$ cat config.mk
export PLATFORM = sky130hd
export DESIGN_NAME = maxnet_controller_flat
export DESIGN_NICKNAME = d
export VERILOG_FILES = /design/src/rtl/maxnet_controller_if.sv /design/src/rtl/maxnet_controller.sv /design/src/flat_wrapper.sv
export SDC_FILE = /design/constraint.sdc
export NUM_CORES = 1
export LEC_CHECK = 0
export ABC_AREA = 1
export BUFFER_PORTS_ARGS = -buffer_cell sky130_fd_sc_hd__buf_2
export CAP_MARGIN = 20
export CORE_UTILIZATION = 40
export DETAILED_ROUTE_END_ITERATION = 7
export GPL_ROUTABILITY_DRIVEN = 0
export HOLD_SLACK_MARGIN = 0.12
export PLACE_DENSITY = 0.67
export SETUP_SLACK_MARGIN = 0.05
export SLEW_MARGIN = 30
export SYNTH_ARGS = -nofsm -noshare
export SYNTH_HDL_FRONTEND = slang
export SYNTH_SLANG_ARGS = --single-unit
$ cat constraint.sdc
create_clock -name clk -period 3.3 [get_ports clk]
set_clock_uncertainty 0.1 [all_clocks]
set_input_delay 0 -clock clk [delete_from_list [all_inputs] [get_ports clk]]
set_output_delay 0 -clock clk [all_outputs]
set_load 0.05 [all_outputs]
$ cat src/rtl/maxnet_controller_if.sv
// Control/status bundle between the Maxnet controller and the rest of the
// Maxnet core (datapath counters, convergence flag, run handshake).
interface maxnet_controller_if #(
    parameter int ITER_W = 5
);
    logic              start;
    logic              Co1;
    logic              Co2;
    logic              oneLeft;
    logic              ld1;
    logic              ld2;
    logic              ld3;
    logic              ld4;
    logic              selInit;
    logic              initCounter1;
    logic              initCounter2;
    logic              enCounter1;
    logic              enCounter2;
    logic              accEn;
    logic              wrNew;
    logic              busy;
    logic              done;
    logic              timeout;
    logic [ITER_W-1:0] iter;

    // Controller side
    modport master (
        input  start, Co1, Co2, oneLeft,
        output ld1, ld2, ld3, ld4, selInit, initCounter1, initCounter2,
               enCounter1, enCounter2, accEn, wrNew, busy, done, timeout, iter
    );

    // Datapath / top-level side
    modport slave (
        output start, Co1, Co2, oneLeft,
        input  ld1, ld2, ld3, ld4, selInit, initCounter1, initCounter2,
               enCounter1, enCounter2, accEn, wrNew, busy, done, timeout, iter
    );
endinterface

$ cat src/rtl/maxnet_controller.sv
// Maxnet control FSM: loads the initial activations, sweeps the 4x4 weight
// matrix row by row, commits the new activations and repeats until exactly
// one neuron survives or the iteration limit is hit.
module maxnet_controller #(
    parameter int MAX_ITER = 16,
    parameter int ITER_W   = 5
) (
    input  logic                   clk,
    input  logic                   rst,
    maxnet_controller_if.master    bus
);

    typedef enum logic [2:0] {
        S_IDLE,
        S_LOAD,
        S_MAC,
        S_UPDATE,
        S_CHECK,
        S_DONE
    } state_t;

    localparam logic [ITER_W-1:0] MAX_ITER_C = ITER_W'(MAX_ITER);

    state_t            r_state;
    state_t            w_state_next;
    logic [3:0]        r_ld;
    logic              r_sel_init;
    logic              r_init_cnt;
    logic              r_acc_en;
    logic              r_busy;
    logic              r_done;
    logic              r_timeout;
    logic [ITER_W-1:0] r_iter;

    // Next-state decision; Moore outputs are then registered from it so they
    // line up exactly with the state they belong to.
    always_comb begin
        w_state_next = r_state;
        case (r_state)
            S_IDLE:   if (bus.start) w_state_next = S_LOAD;
            S_LOAD:   w_state_next = S_MAC;
            S_MAC:    if (bus.Co1 && bus.Co2) w_state_next = S_UPDATE;
            S_UPDATE: w_state_next = S_CHECK;
            S_CHECK:  w_state_next = (bus.oneLeft || (r_iter == MAX_ITER_C)) ? S_DONE : S_MAC;
            S_DONE:   if (!bus.start) w_state_next = S_IDLE;
            default:  w_state_next = S_IDLE;
        endcase
    end

    // State register, registered strobes and the iteration/timeout bookkeeping.
    always_ff @(posedge clk) begin
        if (rst) begin
            r_state    <= S_IDLE;
            r_ld       <= '0;
            r_sel_init <= 1'b0;
            r_init_cnt <= 1'b0;
            r_acc_en   <= 1'b0;
            r_busy     <= 1'b0;
            r_done     <= 1'b0;
            r_timeout  <= 1'b0;
            r_iter     <= '0;
        end else begin
            r_state    <= w_state_next;
            r_ld       <= {4{(w_state_next == S_LOAD) || (w_state_next == S_UPDATE)}};
            r_sel_init <= (w_state_next == S_LOAD);
            r_init_cnt <= (w_state_next == S_LOAD) || (w_state_next == S_UPDATE);
            r_acc_en   <= (w_state_next == S_MAC);
            r_busy     <= (w_state_next != S_IDLE) && (w_state_next != S_DONE);
            r_done     <= (w_state_next == S_DONE);
            case (r_state)
                S_LOAD: begin
                    r_iter    <= '0;
                    r_timeout <= 1'b0;
                end
                S_UPDATE: r_iter <= r_iter + 1'b1;
                // Convergence wins over the iteration limit on the same cycle.
                S_CHECK:  r_timeout <= !bus.oneLeft && (r_iter == MAX_ITER_C);
                S_DONE: begin
                    // Leaving for IDLE: status returns to zero there.
                    if (!bus.start) begin
                        r_iter    <= '0;
                        r_timeout <= 1'b0;
                    end
                end
                default: ;
            endcase
        end
    end

    assign bus.ld1          = r_ld[0];
    assign bus.ld2          = r_ld[1];
    assign bus.ld3          = r_ld[2];
    assign bus.ld4          = r_ld[3];
    assign bus.selInit      = r_sel_init;
    assign bus.initCounter1 = r_init_cnt;
    assign bus.initCounter2 = r_init_cnt;
    assign bus.enCounter2   = r_acc_en;
    assign bus.accEn        = r_acc_en;
    // Row advance and new-value write happen at the end of each column sweep.
    assign bus.enCounter1   = r_acc_en & bus.Co2;
    assign bus.wrNew        = r_acc_en & bus.Co2;
    assign bus.busy         = r_busy;
    assign bus.done         = r_done;
    assign bus.timeout      = r_timeout;
    assign bus.iter         = r_iter;

endmodule

$ cat src/flat_wrapper.sv
// flat-port wrapper written by rule: the top's interface ports become plain ports
module maxnet_controller_flat 
#(
    parameter int MAX_ITER = 16,
    parameter int ITER_W   = 5
)
  (clk, rst, bus_start, bus_Co1, bus_Co2, bus_oneLeft, bus_ld1, bus_ld2, bus_ld3, bus_ld4, bus_selInit, bus_initCounter1, bus_initCounter2, bus_enCounter1, bus_enCounter2, bus_accEn, bus_wrNew, bus_busy, bus_done, bus_timeout, bus_iter);
  maxnet_controller_if #(.ITER_W(ITER_W)) bus_i ();
  input  logic clk;
  input  logic rst;
  input wire logic [$bits(bus_i.start)-1:0] bus_start;
  input wire logic [$bits(bus_i.Co1)-1:0] bus_Co1;
  input wire logic [$bits(bus_i.Co2)-1:0] bus_Co2;
  input wire logic [$bits(bus_i.oneLeft)-1:0] bus_oneLeft;
  output wire logic [$bits(bus_i.ld1)-1:0] bus_ld1;
  output wire logic [$bits(bus_i.ld2)-1:0] bus_ld2;
  output wire logic [$bits(bus_i.ld3)-1:0] bus_ld3;
  output wire logic [$bits(bus_i.ld4)-1:0] bus_ld4;
  output wire logic [$bits(bus_i.selInit)-1:0] bus_selInit;
  output wire logic [$bits(bus_i.initCounter1)-1:0] bus_initCounter1;
  output wire logic [$bits(bus_i.initCounter2)-1:0] bus_initCounter2;
  output wire logic [$bits(bus_i.enCounter1)-1:0] bus_enCounter1;
  output wire logic [$bits(bus_i.enCounter2)-1:0] bus_enCounter2;
  output wire logic [$bits(bus_i.accEn)-1:0] bus_accEn;
  output wire logic [$bits(bus_i.wrNew)-1:0] bus_wrNew;
  output wire logic [$bits(bus_i.busy)-1:0] bus_busy;
  output wire logic [$bits(bus_i.done)-1:0] bus_done;
  output wire logic [$bits(bus_i.timeout)-1:0] bus_timeout;
  output wire logic [$bits(bus_i.iter)-1:0] bus_iter;
  assign bus_i.start = bus_start;
  assign bus_i.Co1 = bus_Co1;
  assign bus_i.Co2 = bus_Co2;
  assign bus_i.oneLeft = bus_oneLeft;
  assign bus_ld1 = bus_i.ld1;
  assign bus_ld2 = bus_i.ld2;
  assign bus_ld3 = bus_i.ld3;
  assign bus_ld4 = bus_i.ld4;
  assign bus_selInit = bus_i.selInit;
  assign bus_initCounter1 = bus_i.initCounter1;
  assign bus_initCounter2 = bus_i.initCounter2;
  assign bus_enCounter1 = bus_i.enCounter1;
  assign bus_enCounter2 = bus_i.enCounter2;
  assign bus_accEn = bus_i.accEn;
  assign bus_wrNew = bus_i.wrNew;
  assign bus_busy = bus_i.busy;
  assign bus_done = bus_i.done;
  assign bus_timeout = bus_i.timeout;
  assign bus_iter = bus_i.iter;
  maxnet_controller #(.MAX_ITER(MAX_ITER), .ITER_W(ITER_W)) u_core (.clk(clk), .rst(rst), .bus(bus_i));
endmodule
==> results of run 1 <==
-- layer usage --
| metal | vias up | GRT usage (%) |
|---|---|---|
| met1 | 299 | 20.2 |
| met3 | 5 | 4.90 |
| li1 | 359 | - |
| met2 | 21 | 28.2 |
| met5 | - | 0 |
| met4 | 0 | 9.09 |
-- cells by family after synthesis --
kind of cell	synth area share, %
adder cells (fa/ha/maj)	3.45
buffers and inverters	15.7
flip-flops	38.6
AO/OA/AOI/OAI	9.31
AND/OR/NAND/NOR	32.9
-- registers in the layout (all words and copies together) (netlist names) --
signal,flops
u_core.bus.iter,5
u_core.r_ld,1
u_core.bus.done,1
u_core.r_state,3
u_core.bus.accEn,1
u_core.bus.selInit,1
u_core.bus.busy,1
u_core.bus.timeout,1
-- critical path, cell delays in order, from the launching register on --
cell and delay, ps:
dfxtp_1 390, inv_1 80, ha_1 190, nand2_1 60, inv_1 50, nand2_1 80
nand2_1 80, a21boi_2 220, a21oi_1 90, dlygate4sd3_1 560
-- synthesized netlist by cell type, drive strengths merged --
master,count
a31o,1
clkbuf,1
nand3,5
o21ai,1
a21boi,1
clkinv,2
nor2,18
buf,7
ha,2
o211ai,1
inv,13
nand2,21
nand4,3
a21oi,7
dfxtp,14
nor3,2
-- how the worst min path moves through the flow --
stage          startpoint  slack [ps]                            end  cells after the start
2_1_floorplan   bus_start          60  u_core.bus.selInit$_SDFF_PP0_                      2
3_3_place_gp    bus_start         190  u_core.bus.selInit$_SDFF_PP0_                      3
3_5_place_dp    bus_start         190  u_core.bus.selInit$_SDFF_PP0_                      3
4_1_cts           bus_Co2         300                      bus_wrNew                      4
5_1_grt           bus_Co2         340                 bus_enCounter1                      4
6_report          bus_Co2         300                 bus_enCounter1                      4
-- cell type report --
cell class	instances	area, µm²	area share (%)
sequential	14	280	30.2
tap	25	31.3	3.37
inverter	15	57.6	6.21
multi-input combinational	62	332	35.8
timing repair buffer	31	190	20.5
clock buffer	4	36.3	3.91
-- per-stage QoR --
stage | total power [mW] | area [µm²] | worst slack (ps) | util [%] | hold WS, ps
final | 0.415 | 927 | 1300 | 54.3 | 299
after CTS | 0.417 | 927 | 1300 | 54.3 | 300
after global routing | 0.436 | 927 | 1170 | 54.3 | 336
after detailed placement | 0.288 | 821 | 1790 | 48.1 | 186
after floorplan | 0.277 | 726 | 1530 | - | 55.3
after global placement | 0.288 | 821 | 1830 | 48.1 | 187
-- power by group --
part           internal, mW  leakage [nW]  total [mW]  switching (mW)
registers             0.177         0.114       0.182         0.00497
clock network        0.0672        0.0210       0.124          0.0566
logic                0.0295         0.336       0.110          0.0802
==> flow_summary.json, run 1 <==
{
  "clock_path_buffers": 2,
  "maxCapViolations": 0,
  "worstSetupPathType": "flop to flop",
  "wl_per_cell_um": 9.30,
  "rrSetupSlack_ps": 1300,
  "syn_to_final_growth_pct": 27.8,
  "critPathMaxFanout": 5,
  "grt_pass1_wl_um": 2440,
  "status": "completed",
  "worstSetupStartpointType": "flop",
  "final-setup-viol-count": 0,
  "hpwlAfterDp_um": 1050,
  "dieArea_mm2": 0.00199,
  "die_w_um": 44.6,
  "r2r_start": "u_core.bus.iter[0]$_SDFFE_PP0P_",
  "drv_slew": 0,
  "initial_utilization_pct": 42.5,
  "wl_met2_um": 647,
  "clk_pin_slew_ps": 90,
  "vias": 684,
  "track_usage_pct": 17.2,
  "wl_met3_um": 63,
  "n_fill_cell": 167,
  "grt_max_degree": 10,
  "rsz0062_at_grt": "false",
  "core_mm2": 0.00171,
  "syn-cell-area_um2": 726,
  "post_cts_buffers": 0,
  "post_cts_resized": 0,
  "dp.cells": 140,
  "top_layer": "met4",
  "reg2reg_depth": 9,
  "clk_latency_ps": 280,
  "cts.sink_count": 14,
  "final_common_cell": "buf_2",
  "tns_ps": 0,
  "p_per_area_mw_per_mm2": 448,
  "antenna_cells": 0,
  "yosysUniqueCellTypes": 23,
  "holdBufCountCts": 7,
  "final_cell_mix": "buf_2 (24), nand2_1 (20), nor2_1 (14), dfxtp_1 (14), inv_1 (9)",
  "reg2reg_to": "u_core.r_state[0]$_SDFF_PP0_",
  "yosysTopAreaCell": "dfxtp_1",
  "syn_nets": 107,
  "gr-total-overflow": 0,
  "synth_top_area_share_pct": 38.6,
  "portBuffers": 24,
  "max_freq_ghz": 0.500,
  "die_h_um": 44.6,
  "relSlewSlack_pct": 78.0,
  "crit_end": "u_core.r_state[0]$_SDFF_PP0_",
  "drt_pass1_iterations": 4,
  "leakage_nw": 0.471,
  "root_buffer": "clkbuf_4",
  "ys_ff_latch": 14,
  "instances_no_fill": 151,
  "syn_area_per_cell_um2": 7.33,
  "drt-total-wl_um": 1410,
  "ys_seq_area_share_pct": 38.6,
  "cts_made_buffers": 3,
  "wl_met1_um": 663,
  "drt_iter0_drc": 12,
  "cts_tree": "yes",
  "endpoint_kind": "flop",
  "first_global_vias": 614,
  "antenna_left": 0,
  "finalCritPeriodShare_pct": 60.6,
  "vias_per_cell": 4.53,
  "fin_nets": 135,
  "antenna_found_initial": 0,
  "pin_count": 25,
  "num_rows": 15,
  "synth_area_leaders": "dfxtp_1 (39%), nand2_1 (10%), buf_4 (7.2%), nor2_1 (7.2%), a21oi_1 (4.8%)",
  "vdd_drop_max_v": 0.000250,
  "htreeDepth": 1,
  "netlist_instances": 99,
  "cp-startpoint": "u_core.bus.iter[0]$_SDFFE_PP0P_",
  "ys_warn_count": 0,
  "worstMarginPinSlew_ps": 329,
  "min_period_ps": 2000,
  "arrival_ps": 2080,
  "hold_viol": 0,
  "required_ps": 3380,
  "hold_path_class": "input pin to output port",
  "drive_gt1_share_pct": 33.3,
  "drc": 0
}
Power figures use the tool's default switching activity.
==> run 2: changes to the inputs <==
==> constraint.sdc (replaced) <==
create_clock -name clk -period 2 [get_ports clk]
set_clock_uncertainty 0.1 [all_clocks]
set_input_delay 0 -clock clk [delete_from_list [all_inputs] [get_ports clk]]
set_output_delay 0 -clock clk [all_outputs]
set_load 0.05 [all_outputs]
==> flow_summary.json, run 2 (synthesis gave the netlist of run 1 again) <==
{
  "clk_latency_ps": 270,
  "rsz0062_at_grt": "false",
  "htreeDepth": 1,
  "initial_utilization_pct": 42.5,
  "final_common_cell": "buf_2",
  "hold_path_class": "input pin to output port",
  "final-setup-viol-count": 0,
  "worstSetupPathType": "input pin to flop",
  "endpoint_kind": "flop",
  "min_path_cells": 4,
  "worstSetupStartpointType": "input pin",
  "clk_pin_slew_ps": 80,
  "post_cts_buffers": 0,
  "grt_pass1_wl_um": 2440,
  "cts.sink_count": 14,
  "num_rows": 15,
  "crit_buf_inv": 3,
  "holdBufCountCts": 6,
  "slowest_stage": "dlygate4sd3_1",
  "max_freq_ghz": 0.614,
  "n_fill_cell": 179,
  "track_usage_pct": 17.2,
  "dieArea_mm2": 0.00199,
  "required_ps": 2070,
  "drt_iter0_drc": 14,
  "dp.cells": 140,
  "leakage_nw": 0.465,
  "die_w_um": 44.6,
  "p_total_uw": 679,
  "portBuffers": 24,
  "pin_count": 25,
  "vdd_drop_max_v": 0.000396,
  "fin_nets": 134,
  "core_mm2": 0.00171,
  "cp_common_cell": "nor2_1",
  "root_buffer": "clkbuf_4",
  "drc": 0,
  "post_cts_resized": 0,
  "drt_pass1_iterations": 5,
  "min_period_ps": 1630,
  "antenna_cells": 0,
  "instances_no_fill": 150,
  "die_h_um": 44.6,
  "arrival_ps": 1700,
  "path_cells": "dlygate4sd3_1, buf_2, nand2_1, dlygate4sd3_1, nor2_1, nor2_2, nand4_1, nor2_1, nor2_1",
  "worstMarginPinSlew_ps": 344,
  "drive_gt1_share_pct": 33.6,
  "critPathMaxFanout": 3,
  "vias_per_cell": 4.65,
  "p_per_area_mw_per_mm2": 740,
  "clock_path_buffers": 2,
  "cp_num_cells": 9,
  "largest_reg_flops": 5,
  "drt-total-wl_um": 1460,
  "cts_made_buffers": 3,
  "antenna_found_initial": 0,
  "hpwlAfterDp_um": 1050,
  "gr-total-overflow": 0,
  "final_cell_mix": "buf_2 (24), nand2_1 (20), nor2_1 (14), dfxtp_1 (14), inv_1 (9)",
  "status": "completed",
  "cpPeakStageDelay_ps": 540,
  "critical-path-top-delay-family": "buffers and inverters",
  "vias": 698,
  "tns_ps": 0,
  "drv_slew": 0,
  "antenna_left": 0,
  "maxCapViolations": 0,
  "grt_max_degree": 10,
  "finalCritPeriodShare_pct": 81.5,
  "syn_to_final_growth_pct": 26.4,
  "relSlewSlack_pct": 77.0,
  "reg2reg_depth": 10,
  "wl_per_cell_um": 9.73,
  "cts_tree": "yes",
  "first_global_vias": 598,
  "hold_viol": 0
}
-- run 2: cell count changes in the layout (fill, tap and decap cells not counted) --
cell	previous run	this run
dlygate4sd3_1	7	6
-- run 2: worst paths after layout --
kind / startpoint / slack [ps] / end
setup / recovery: bus_Co1 / 370 / u_core.bus.busy$_SDFF_PP0_
hold / removal: bus_Co2 / 340 / bus_enCounter1
setup reg to reg: u_core.bus.iter[0]$_SDFFE_PP0P_ / 490 / u_core.r_state[2]$_SDFF_PP0_
hold reg to reg: u_core.bus.timeout$_SDFFE_PP0P_ / 370 / u_core.bus.timeout$_SDFFE_PP0P_
-- run 2: where the power goes --
| group | switching, mW | total, mW | internal [mW] |
|---|---|---|---|
| Combinational | 0.133 | 0.179 | 0.0465 |
| Sequential | 0.00870 | 0.301 | 0.292 |
| Clock | 0.0884 | 0.199 | 0.111 |
| Total | 0.230 | 0.679 | 0.449 |
-- run 2: per-stage QoR --
step | cell area, µm² | setup WS [ps] | hold WS [ps] | utilization [%]
floorplan | 726 | 232 | 55.3 | -
global route | 917 | 283 | 348 | 53.7
CTS | 917 | 380 | 303 | 53.7
detailed placement | 821 | 497 | 188 | 48.1
finish | 917 | 371 | 338 | 53.7
global placement | 821 | 533 | 187 | 48.1
-- run 2: cell type report --
cell class	instances	area, µm²	area share (%)
Sequential cell	14	280	30.6
Inverter	15	57.6	6.28
Tap cell	25	31.3	3.41
Timing Repair Buffer	30	180	19.6
Multi-Input combinational cell	62	332	36.2
Clock buffer	4	36.3	3.96
-- run 2: routing by layer --
metal / routed length (µm) / track usage (%) / vias to the layer above
li1: - / - / 360
met1: 658 / 20.5 / 312
met2: 714 / 29.7 / 24
met3: 72 / 3.67 / 2
met4: 13 / 7.27 / 0
met5: 0 / 0 / -
-- run 2: worst min-delay path, cell delays in order --
cell,delay (ps)
buf_2,100
nand2_1,70
inv_1,60
buf_2,210
==> run 3: changes to the inputs <==
--- a/config.mk
+++ b/config.mk
@@ -12,7 +12,7 @@
 export DETAILED_ROUTE_END_ITERATION = 7
 export GPL_ROUTABILITY_DRIVEN = 0
 export HOLD_SLACK_MARGIN = 0.12
-export PLACE_DENSITY = 0.67
+export PLACE_DENSITY = 0.7
 export SETUP_SLACK_MARGIN = 0.05
 export SLEW_MARGIN = 30
 export SYNTH_ARGS = -nofsm -noshare
==> constraint.sdc (replaced) <==
create_clock -name clk -period 1.35 [get_ports clk]
set_clock_uncertainty 0.1 [all_clocks]
set_input_delay 0 -clock clk [delete_from_list [all_inputs] [get_ports clk]]
set_output_delay 0 -clock clk [all_outputs]
set_load 0.05 [all_outputs]
==> flow_summary.json, run 3 (synthesis gave the netlist of run 1 again) <==
{
  "holdCritStartpoint": "bus_oneLeft",
  "htreeDepth": 1,
  "use_met2_pct": 25.3,
  "dp.cells": 143,
  "fin_hold_ws_ps": -14.3,
  "instances_no_fill": 156,
  "cts_tree": "yes",
  "min_path_cells": 4,
  "cts.sink_count": 14,
  "num_rows": 15,
  "drv_slew": 0,
  "grt_max_degree": 10,
  "grt_util_met3_pct": 3.67,
  "die_h_um": 44.6,
  "drc": 0,
  "cts_made_buffers": 3,
  "drt_iter0_drc": 22,
  "drive_gt1_share_pct": 58.8,
  "grt_pass1_wl_um": 2300,
  "grt_use_met1_pct": 20.0,
  "violations": "hold timing",
  "arrival_ps": 1430,
  "grt.busiest_layer": "met2",
  "min_period_ps": 1340,
  "max_freq_ghz": 0.747,
  "antenna_found_initial": 0,
  "antenna_cells": 0,
  "clk_latency_ps": 290,
  "fin_nets": 140,
  "setup_ws_ps": 12.0,
  "pin_count": 25,
  "initial_utilization_pct": 42.5,
  "clock_path_buffers": 2,
  "core_mm2": 0.00171,
  "wl_per_cell_um": 11.3,
  "worstSetupPathType": "flop to flop",
  "drt-total-wl_um": 1770,
  "final_common_cell": "buf_2",
  "rsz0062_at_grt": "true",
  "dieArea_mm2": 0.00199,
  "final-setup-viol-count": 0,
  "finalCritPeriodShare_pct": 99.1,
  "syn_to_final_growth_pct": 45.3,
  "antenna_left": 0,
  "gr-total-overflow": 0,
  "final_cell_mix": "buf_2 (24), nand2_1 (15), nor2_1 (12)",
  "worstMarginPinSlew_ps": 370,
  "hold_path_class": "input pin to flop",
  "worstSetupStartpointType": "flop",
  "critPathMaxFanout": 2,
  "endpoint_kind": "flop",
  "p_per_area_mw_per_mm2": 1000,
  "track_usage_pct": 16.0,
  "die_w_um": 44.6,
  "reg2reg_depth": 10,
  "rrSetupSlack_ps": 10,
  "status": "finished, violations left",
  "largest_reg_flops": 5,
  "relSlewSlack_pct": 75.2,
  "place_ws_ps": 1.95,
  "drt_pass1_iterations": 4,
  "hpwlAfterDp_um": 1090,
  "hold_viol": 1,
  "clk_pin_slew_ps": 90,
  "vdd_drop_max_v": 0.000681,
  "reg2reg_to": "u_core.bus.busy$_SDFF_PP0_",
  "vias_per_cell": 4.63,
  "p_total_mw": 1.06,
  "first_global_vias": 600,
  "min_to": "u_core.bus.timeout$_SDFFE_PP0P_",
  "required_ps": 1440,
  "leakage_nw": 0.516,
  "portBuffers": 24,
  "n_fill_cell": 137,
  "maxCapViolations": 0,
  "root_buffer": "clkbuf_4",
  "vias": 722,
  "r2r_start": "u_core.bus.iter[0]$_SDFFE_PP0P_"
}
-- run 3: changes by cell type in the layout (fill, tap and decap cells not counted), sizes merged --
cell         previous run  this run
buf                    24        34
dlygate4sd3             6         2
clkinv                  2         1
inv                    13        14
-- run 3: layer usage --
metal	wire length, µm	vias to the layer above
met5	0	-
met4	28	0
met3	73	4
met2	840	19
met1	824	333
li1	-	366
-- run 3: critical path, cell delays in order, from the launching register on --
cell	delay, ps
dfxtp_4	370
inv_4	40
ha_4	140
nand2_2	60
inv_2	50
nand2_4	70
nand2_4	60
nand2_2	60
nand4_1	120
nor2_1	130
nor2_1	50
-- run 3: where the power goes --
group          total, mW  switching, mW  internal, mW
clock network      0.310          0.146         0.164
logic              0.303          0.216        0.0877
registers          0.443         0.0129         0.431
total               1.06          0.375         0.682
-- run 3: final cells by class --
type                            instances  area (µm²)  share of cell area (%)
Sequential cell                        14         295                    28.0
Tap cell                               25        31.3                    2.97
Timing Repair Buffer                   36         215                    20.4
Multi-Input combinational cell         62         415                    39.4
Clock buffer                            4        36.3                    3.44
Inverter                               15        61.3                    5.81
-- run 3: repair_timing --
action / in CTS / in global routing
resized for setup: 1 / 23
buffers inserted: 0 / 7
endpoints found under the setup margin: 5 / 8
pin swaps: 5 / 13
hold buffers: 1 / 1
gates cloned: 0 / 0
endpoints found under the hold margin: 14 / 14
-- run 3: through the flow --
| step | utilization (%) | cell area [µm²] | hold WS (ps) | setup TNS, ps |
|---|---|---|---|---|
| CTS | 53.6 | 915 | -120 | 0 |
| global route | 61.8 | 1050 | -4.22 | -192 |
| finish | 61.8 | 1050 | -14.3 | 0 |
| floorplan | - | 741 | 55.3 | -146 |
| global placement | 50.3 | 858 | 183 | 0 |
| detailed placement | 50.3 | 858 | 180 | 0 |
-- run 3: worst max-delay path by stage --
stage	endpoint	start	slack, ps
detailed placement	u_core.r_state[2]$_SDFF_PP0_	u_core.bus.iter[1]$_SDFFE_PP0P_	2
CTS	u_core.r_state[2]$_SDFF_PP0_	u_core.bus.iter[0]$_SDFFE_PP0P_	10
global route	u_core.bus.busy$_SDFF_PP0_	u_core.bus.iter[1]$_SDFFE_PP0P_	-50
global placement	u_core.r_state[2]$_SDFF_PP0_	u_core.bus.iter[0]$_SDFFE_PP0P_	30
finish	u_core.bus.busy$_SDFF_PP0_	u_core.bus.iter[0]$_SDFFE_PP0P_	10
floorplan	u_core.r_state[2]$_SDFF_PP0_	u_core.bus.iter[0]$_SDFFE_PP0P_	-80
